**config.mk**
```make
export PLATFORM = sky130hd
export DESIGN_NAME = ddr3_iod_rx_delay_trainer
export DESIGN_NICKNAME = d
export VERILOG_FILES = /design/src/rtl/ddr3_iod_rx_delay_trainer.sv
export SDC_FILE = /design/constraint.sdc
export NUM_CORES = 1
export LEC_CHECK = 0
export BUFFER_PORTS_ARGS = -buffer_cell sky130_fd_sc_hd__buf_4
export CAP_MARGIN = 20
export CORE_AREA = 4 4 107 109
export CTS_CLUSTER_DIAMETER = 100
export DETAILED_ROUTE_END_ITERATION = 8
export DIE_AREA = 0 0 111 113
export GPL_TIMING_DRIVEN = 0
export HOLD_SLACK_MARGIN = 0.1
export PLACE_DENSITY = 0.67
export SETUP_SLACK_MARGIN = 0.1
export SLEW_MARGIN = 20
export SYNTH_ARGS = -nofsm -noshare
export SYNTH_HDL_FRONTEND = slang
export SYNTH_SLANG_ARGS = --single-unit
```
**constraint.sdc**
```tcl
create_clock -name FAB_CLK -period 7.23 [get_ports FAB_CLK]
set_input_delay 0 -clock FAB_CLK [delete_from_list [all_inputs] [get_ports FAB_CLK]]
set_output_delay 0 -clock FAB_CLK [all_outputs]
set_load 0.02 [all_outputs]
```
**src/rtl/ddr3_iod_rx_delay_trainer.sv**
```systemverilog
// RX delay-line trainer: sweeps one IOD input delay tap by tap, tracks the widest
// window where the deserialized data matches the training pattern, then parks at its centre.
module ddr3_iod_rx_delay_trainer #(
    parameter int         MAX_TAPS      = 128,
    parameter int         SETTLE_CYCLES = 8,
    parameter int         SAMPLE_CYCLES = 16,
    parameter int         MIN_EYE       = 4,
    parameter logic [3:0] EXP_PATTERN   = 4'b1010
) (
    input  logic       FAB_CLK,
    input  logic       ARST_N,
    input  logic       START,
    input  logic [3:0] RX_DATA_0,
    input  logic       DELAY_LINE_OUT_OF_RANGE_0,
    output logic       DELAY_LINE_MOVE_0,
    output logic       DELAY_LINE_DIRECTION_0,
    output logic       DELAY_LINE_LOAD_0,
    output logic       BUSY,
    output logic       DONE,
    output logic       FAIL,
    output logic [7:0] CUR_TAP,
    output logic [7:0] TAP_CENTER,
    output logic [7:0] EYE_WIDTH,
    output logic [3:0] DBG_STATE
);

    typedef enum logic [3:0] {
        S_IDLE, S_LOAD, S_SETTLE, S_SAMPLE, S_EVAL,
        S_STEP, S_CENTER, S_CSETTLE, S_DONE, S_FAIL
    } state_e;

    localparam int              CNT_W       = 16;
    localparam logic [CNT_W-1:0] SETTLE_LAST = CNT_W'(SETTLE_CYCLES - 1);
    localparam logic [CNT_W-1:0] SAMPLE_LAST = CNT_W'(SAMPLE_CYCLES - 1);
    localparam logic [7:0]      LAST_TAP    = 8'(MAX_TAPS - 1);
    localparam logic [7:0]      MIN_W       = 8'(MIN_EYE);

    state_e           state_q, state_d;
    logic [CNT_W-1:0] cnt_q;
    logic             match_q, phase_q, dir_q, done_q, fail_q;
    logic [7:0]       cur_tap_q, center_q, eye_q;
    logic             win_open_q;
    logic [7:0]       win_start_q, win_width_q, best_start_q, best_width_q;

    logic       start_ok, settle_done, sample_done, tap_pass, scan_end;
    logic       closing, take, eye_ok, at_center;
    logic [7:0] run_width, run_start, close_width, close_start, fin_width, fin_start;

    assign start_ok    = START && (state_q == S_IDLE || state_q == S_DONE || state_q == S_FAIL);
    assign settle_done = (cnt_q == SETTLE_LAST);
    assign sample_done = (cnt_q == SAMPLE_LAST);
    assign tap_pass    = match_q && !DELAY_LINE_OUT_OF_RANGE_0;
    assign scan_end    = (cur_tap_q == LAST_TAP) || DELAY_LINE_OUT_OF_RANGE_0;
    assign at_center   = (cur_tap_q == center_q);

    // The window that would exist after this tap, and the one that closes on this tap.
    assign run_width   = !win_open_q ? 8'd1 : (win_width_q == 8'hFF ? 8'hFF : win_width_q + 8'd1);
    assign run_start   = win_open_q ? win_start_q : cur_tap_q;
    assign close_width = tap_pass ? run_width : win_width_q;
    assign close_start = tap_pass ? run_start : win_start_q;
    assign closing     = tap_pass ? scan_end : win_open_q;
    assign take        = closing && (close_width > best_width_q);
    assign fin_width   = take ? close_width : best_width_q;
    assign fin_start   = take ? close_start : best_start_q;
    assign eye_ok      = (fin_width >= MIN_W);

    always_ff @(posedge FAB_CLK or negedge ARST_N) begin
        if (!ARST_N) state_q <= S_IDLE;
        else         state_q <= state_d;
    end

    always_comb begin
        state_d = state_q;
        case (state_q)
            S_IDLE, S_DONE, S_FAIL: if (start_ok) state_d = S_LOAD;
            S_LOAD:    state_d = S_SETTLE;
            S_SETTLE:  if (settle_done) state_d = S_SAMPLE;
            S_SAMPLE:  if (sample_done) state_d = S_EVAL;
            S_EVAL:    state_d = !scan_end ? S_STEP : (eye_ok ? S_CENTER : S_FAIL);
            S_STEP:    state_d = S_SETTLE;
            S_CENTER:  if (!phase_q && at_center) state_d = S_CSETTLE;
            S_CSETTLE: if (settle_done) state_d = S_DONE;
            default:   state_d = S_IDLE;
        endcase
    end

    always_comb begin
        DELAY_LINE_MOVE_0 = 1'b0;
        DELAY_LINE_LOAD_0 = 1'b0;
        BUSY              = 1'b1;
        case (state_q)
            S_IDLE, S_DONE, S_FAIL: BUSY = 1'b0;
            S_LOAD:   DELAY_LINE_LOAD_0 = 1'b1;
            S_STEP:   DELAY_LINE_MOVE_0 = 1'b1;
            S_CENTER: DELAY_LINE_MOVE_0 = phase_q;
            default:  BUSY = 1'b1;
        endcase
    end

    assign DELAY_LINE_DIRECTION_0 = dir_q;
    assign DONE       = done_q;
    assign FAIL       = fail_q;
    assign CUR_TAP    = cur_tap_q;
    assign TAP_CENTER = center_q;
    assign EYE_WIDTH  = eye_q;
    assign DBG_STATE  = state_q;

    always_ff @(posedge FAB_CLK or negedge ARST_N) begin
        if (!ARST_N) begin
            cnt_q <= '0;        match_q <= 1'b0;     phase_q <= 1'b0;
            dir_q <= 1'b0;      done_q <= 1'b0;      fail_q <= 1'b0;
            cur_tap_q <= '0;    center_q <= '0;      eye_q <= '0;
            win_open_q <= 1'b0; win_start_q <= '0;   win_width_q <= '0;
            best_start_q <= '0; best_width_q <= '0;
        end else begin
            if (state_d != state_q)
                cnt_q <= '0;
            else if (state_q == S_SETTLE || state_q == S_SAMPLE || state_q == S_CSETTLE)
                cnt_q <= cnt_q + CNT_W'(1);

            case (state_q)
                S_IDLE, S_DONE, S_FAIL: begin
                    if (start_ok) begin
                        done_q <= 1'b0;     fail_q <= 1'b0;     eye_q <= '0;
                        center_q <= '0;     cur_tap_q <= '0;    dir_q <= 1'b1;
                        phase_q <= 1'b0;    win_open_q <= 1'b0; win_start_q <= '0;
                        win_width_q <= '0;  best_start_q <= '0; best_width_q <= '0;
                    end
                end
                S_SETTLE: match_q <= 1'b1;
                S_SAMPLE: if (RX_DATA_0 != EXP_PATTERN) match_q <= 1'b0;
                S_EVAL: begin
                    win_open_q <= tap_pass && !scan_end;
                    if (tap_pass) begin
                        win_width_q <= run_width;
                        win_start_q <= run_start;
                    end
                    if (take) begin
                        best_width_q <= close_width;
                        best_start_q <= close_start;
                    end
                    if (scan_end) begin
                        eye_q <= fin_width;
                        if (eye_ok) begin
                            center_q <= fin_start + {1'b0, fin_width[7:1]};
                            dir_q    <= 1'b0;
                        end else begin
                            fail_q <= 1'b1;
                        end
                    end
                end
                S_STEP: if (cur_tap_q != 8'hFF) cur_tap_q <= cur_tap_q + 8'd1;
                // Pulse/gap alternation; the first CENTER cycle is a gap so DIRECTION is stable.
                S_CENTER: begin
                    if (phase_q) begin
                        if (cur_tap_q != 8'd0) cur_tap_q <= cur_tap_q - 8'd1;
                        phase_q <= 1'b0;
                    end else if (!at_center) begin
                        phase_q <= 1'b1;
                    end
                end
                S_CSETTLE: if (settle_done) done_q <= 1'b1;
                default: ;
            endcase
        end
    end

endmodule
```
### Yosys cells after proc, flatten, opt, wreduce, memory -nomap -nowiden

Index checks and enable logic that the tools add are counted.

| cells by class | value |
|---|---|
| add/subtract/negate cells | 5 |
| order comparisons | 2 |
| eq/ne operators | 26 |
| muxes and demuxes | 51 |
| reductions and logical operators | 31 |

Operator list:

| cell | number |
|---|---|
| 2-to-1 mux 8 bit | 14 |
| case mux 8 bit (2 select lines) | 6 |
| 2-to-1 mux 16 bit | 2 |
| 2-to-1 mux 4 bit | 7 |
| case mux 4 bit (7 select lines) | 1 |
| case mux 8 bit (3 select lines) | 1 |
| adder 16 x 1 -> 16 bit, second input constant | 1 |
| adder 8 x 1 -> 8 bit, second input constant | 2 |
| equality test 16 x 3 -> 1 bit, second input constant | 1 |
| equality test 16 x 4 -> 1 bit, second input constant | 1 |
| equality test 4 x 3 -> 1 bit, second input constant | 4 |
| inequality test 2 bit, second input constant | 8 |
| case mux 1 bit (2 select lines) | 7 |
| 2-to-1 mux 1 bit | 13 |
| nonzero test 2 bit | 5 |
| adder 8 x 7 -> 8 bit | 1 |
| equality test 4 x 2 -> 1 bit, second input constant | 2 |
| equality test 4 bit, second input constant | 2 |
| equality test 8 x 7 -> 1 bit, second input constant | 1 |
| equality test 8 bit | 1 |
| equality test 8 bit, second input constant | 1 |
| >= comparator 8 x 3 -> 1 bit, second input constant | 1 |
| > comparator 8 bit | 1 |
| inequality test 8 bit, second input constant | 1 |
| 17 further kinds | 31 |

| word-level totals | value |
|---|---|
| register bits | 82 |
| input bits | 8 |
| output and inout port bits | 34 |
| word-level logic and storage cells | 130 |

### Logic depth before layout (Yosys ltp)

| logic depth | value |
|---|---|
| word-level depth | 13 |
| gate-level depth with buffers | 25 |

### Least setup slack after synthesis

Ideal clock, no wire load.

| timing path | value |
|---|---|
| kind | reg2reg |
| from | register win_width_q[0] |
| to | register center_q[7] (netlist: TAP_CENTER[7]) |
| library setup time | 121 ps |
| arrival time | 4520 ps |
| data required time | 7109 ps |
| setup slack | 2589 ps |
| stages on the path, launching flop included | 22 |
| buffers on the path | 1 |
| period minus slack after synthesis | 4641 ps |
| cells stage by stage | dfrtp_1 > ha_1 > and3_1 > a2111oi_2 > nor3_1 > ha_1 > nand2_1 > nor2_1 > o21ai_0 > a211oi_4 > clkbuf_1 > nor2_1 > a21oi_1 > inv_1 > ha_1 > a21oi_1 > o2111a_1 > o21bai_1 > maj3_1 > xnor2_1 > mux2i_1 > a22o_1 |

| on the way | value |
|---|---|
| longest elaborated chain between the ends | 11 |

Ends and longest elaborated chain:

| item | line | source |
|---|---|---|
| start, declared | 43 | `logic [7:0] win_start_q, win_width_q, best_start_q, best_width_q;` |
| start signal, assigned | 135 | `win_width_q <= run_width;` |
| adder 8 x 1 -> 8 bit or equality test 8 bit (tied branches) | 57 | `assign run_width = !win_open_q ? 8'd1 : (win_width_q == 8'hFF ? 8'hFF : win_width_q + 8'd1);` |
| 2-to-1 mux 8 bit (2 in series) | 57 |  |
| 2-to-1 mux 8 bit * | - |  |
| > comparator 8 bit | 62 | `assign take = closing && (close_width > best_width_q);` |
| logical AND 1 bit | 62 |  |
| 2-to-1 mux 8 bit | - |  |
| adder 8 x 7 -> 8 bit | 145 | `center_q <= fin_start + {1'b0, fin_width[7:1]};` |
| 2-to-1 mux 8 bit | 144 | `if (eye_ok) begin` |
| 2-to-1 mux 8 bit | 142 | `if (scan_end) begin` |
| case mux 8 bit (2 select lines) | 121 | `case (state_q)` |
| end signal, assigned | 145 |  |
| end, declared | 41 | `logic [7:0] cur_tap_q, center_q, eye_q;` |

Mark *: on every way between the ends. The rest lies on a longest branch, timed or not. The select of a mux whose other input is x is not followed.
A chain may end at the register's enable or synchronous reset.

### Worst setup path in the final report

Same ends and word-level chain as after synthesis.

==> qor.yml <==
status: "finished clean"
final_core_util_pct: 55.8
peakVddDrop_mv: 0.143
power.density_nw_per_um2: 274
yosys.cell_count.top_type: "dfrtp_1"
yosys_warnings: 0
setup_viol: 0
io_pins: 42
viasPerCell: 5.78
postCtsResizedCells: 0
cp-end-kind: "register"
register_area_sq_um: 2050
gp_congestion: 0.923
leakagePower_uw: 0.00272
hpwlAfterDp_um: 9710
portBuffers: 41
cap_violations: 0
root_buffer: "clkbuf_8"
drive_gt1_share_pct: 14.0
dpl_worst_slack_ns: 1.67
ys_top_cells_by_count: "dfrtp_1, nand2_1, nor2_1"
clk_latency_ns: 0.37
synth_top_area_share_pct: 39.9
syn_inst: 566
netlist_area_sq_um: 5140
cts_hold_buffers: 5
synthTopCellsByArea: "dfrtp_1, ha_1, nand2_1, xor2_1, a22o_1"
combPwrFrac_pct: 39.1
grt_pass1_vias: 4422
core-area_sq_um: 10600
finalMaxSlewViolations: 0
p_int_uw: 980
grt_overflow: 0
synth_nets: 598
cts_buffer_depth: 2
rows: 38
p_clk_share_pct: 25.3
fmax_mhz: 178
maxSlewHeadroom_pct: 31.5
cts_sinks: 82
worst_ep_required_time_ns: 7.49
swShare_pct: 39.6
first_pass_iters: 5
vias: 4436
hp-class: "in -> async"
finalNonFillerCells: 768
initial_core_util_pct: 48.5
numCtsBuffers: 9
wl_per_cell_um: 17.2
globalRouteTotalUtil_pct: 21.8
path_max_fanout: 10
seq_power_share_pct: 35.6
grt_pass1_wl_um: 22200
async_flop_share_pct: 100
diodes: 0
cp_cell_sequence: "ha_1 > and3_1 > nand2_1 > a311oi_1 > ha_1 > o21ai_0 > a21oi_1 > o21ai_0 > a211oi_4 > clkbuf_1 > nor2_1 > a21oi_1 > inv_1 > ha_1 > a21oi_1 > o2111a_1 > o21bai_1 > maj3_1 > xnor2_1 > mux2i_1 > a22o_1"
nets: 655
power_switching_uw: 644
yosys.area.top_type: "dfrtp_1"
drt_iter0_markers: 332
dieWidth_um: 111
ys.flop_type: "dfrtp_1"
rsz0062_at_grt: "false"
worstMarginPinSlew_ns: 1.02
multi_input_area_sq_um: 2850
cts_setup_buffers: 0
post-route-period-util_pct: 77.7
start_kind: "register"
grt_max_degree: 83
die-height_um: 113
worst_slack_ns: 1.61
area_growth_pct: 15.1
synth_enable_flop_cells: 0
hold_viol: 0
setup_tns_ns: 0
num-fill-cells: 963
cp_slowest_stage_delay_ns: 0.64
dp_cells: 747
final.min_clock_period_ns: 5.62
postSynthAreaPerCell_sq_um: 9.08
drc_errors: 0
yosys_register_bits: 82
critPathSlowestCell: "a311oi_1"
critical_path_class: "reg -> reg"
path_clk_slew_ns: 0.09
synth_seq_area_share_pct: 39.9
r2r_setup_slack_ns: 1.61
postRouteWirelength_um: 13200
fin_skew_ns: 0.00923
die-area_sq_um: 12500
cts_tree: "done"
antenna_found_initial: 0
synth_cell_types: 71
arrival_ns: 5.88
htree_levels: 3
ant_nets: 0
worst max-delay path, delay by kind of cell, from the launching register on:
kind | cells | cell delay [ns]
xor+xnor | 1 | 0.15
simple gates | 3 | 0.49
mux | 1 | 0.11
buf+inv | 2 | 0.54
fa+ha+maj | 4 | 1.18
compound gates | 10 | 2.60
flops | 1 | 0.47
power by group through the flow:
stage	Combinational [uW]	Sequential [uW]	Clock, uW
floorplan	432	595	0
global placement	614	584	0
detailed placement	632	586	0
global route	703	588	437
finish	634	579	411
CTS	638	577	416
metrics by stage:
| step | hold WS (ns) | power, uW | area (sq um) |
|---|---|---|---|
| floorplan | -0.296 | 1030 | 5140 |
| global placement | 0.256 | 1200 | 5620 |
| detailed placement | 0.258 | 1220 | 5620 |
| CTS | 0.395 | 1630 | 5920 |
| global route | 0.315 | 1730 | 5920 |
| finish | 0.226 | 1620 | 5920 |
worst paths after layout:
check	from	to	cells past startpoint
worst min-delay path	ARST_N	EYE_WIDTH[5]$_DFFE_PN0P_	2
worst min register to register	EYE_WIDTH[4]$_DFFE_PN0P_	EYE_WIDTH[4]$_DFFE_PN0P_	2
worst max-delay path	win_width_q[0]$_DFFE_PN0P_	TAP_CENTER[7]$_DFFE_PN0P_	21
max in group asynchronous	ARST_N	win_start_q[2]$_DFFE_PN0P_	2
min in group FAB_CLK	EYE_WIDTH[4]$_DFFE_PN0P_	EYE_WIDTH[4]$_DFFE_PN0P_	2
worst max register to register	win_width_q[0]$_DFFE_PN0P_	TAP_CENTER[7]$_DFFE_PN0P_	21
per-layer routing:
layer | vias to the layer above | share of wire (%) | track usage (%)
met5 | - | 0 | 0
li1 | 2135 | - | -
met2 | 127 | 46 | 34.7
met3 | 27 | 4.8 | 2.94
met4 | 0 | 2.5 | 9.61
met1 | 2147 | 47 | 30.0
cell usage in the layout (no fill, tap or decap), drive strengths merged, types with 3 or more instances in the layout:
cell type    instances
bufinv               3
nor2                47
dlygate4sd3          5
nand4                5
a21oi               34
clkinvlp             3
mux2                 3
nor4                11
a21o                 4
or3                  3
buf                 48
nor3                29
xnor2               12
and3                 8
a211oi               3
ha                  22
a31oi                3
o21ai               41
a22o                23
mux2i                9
o211ai               3
nand2               61
dfrtp               82
nor2b                5
inv                 37
o21a                 3
clkbuf              24
xor2                25
and2                 3
nand3               14
and4                 4
nand2b               7
o22ai                4
state kept, by name (all words and copies together) (netlist names), 4 cells and up:
name          flops
CUR_TAP           8
best_start_q      8
win_width_q       8
win_start_q       8
DBG_STATE         4
cnt_q            16
TAP_CENTER        8
EYE_WIDTH         8
best_width_q      8
cell type report:
cell class | count | share of cell area (%)
inverters | 37 | 2.35
clock inverters | 7 | 1.99
repair buffers | 46 | 6.11
flip-flops and latches | 82 | 34.7
plain buffers | 22 | 1.71
well taps | 140 | 2.96
clock buffers | 9 | 2.09
multi-input cells | 425 | 48.1
kinds of logic (layout without fill, tap and decap cells):
group                    count (synthesis)  after routing  synth area share [%]
buffers and inverters                   59            121                  4.67
flip-flops                              82             82                  39.9
XOR/XNOR                                37             37                  6.30
AND/OR/NAND/NOR                        208            208                  21.0
adder cells (fa/ha/maj)                 26             26                  6.52
AO/OA/AOI/OAI                          142            142                  18.8
multiplexers                            12             12                  2.73
No activity file was read; power rests on OpenSTA's default activity.
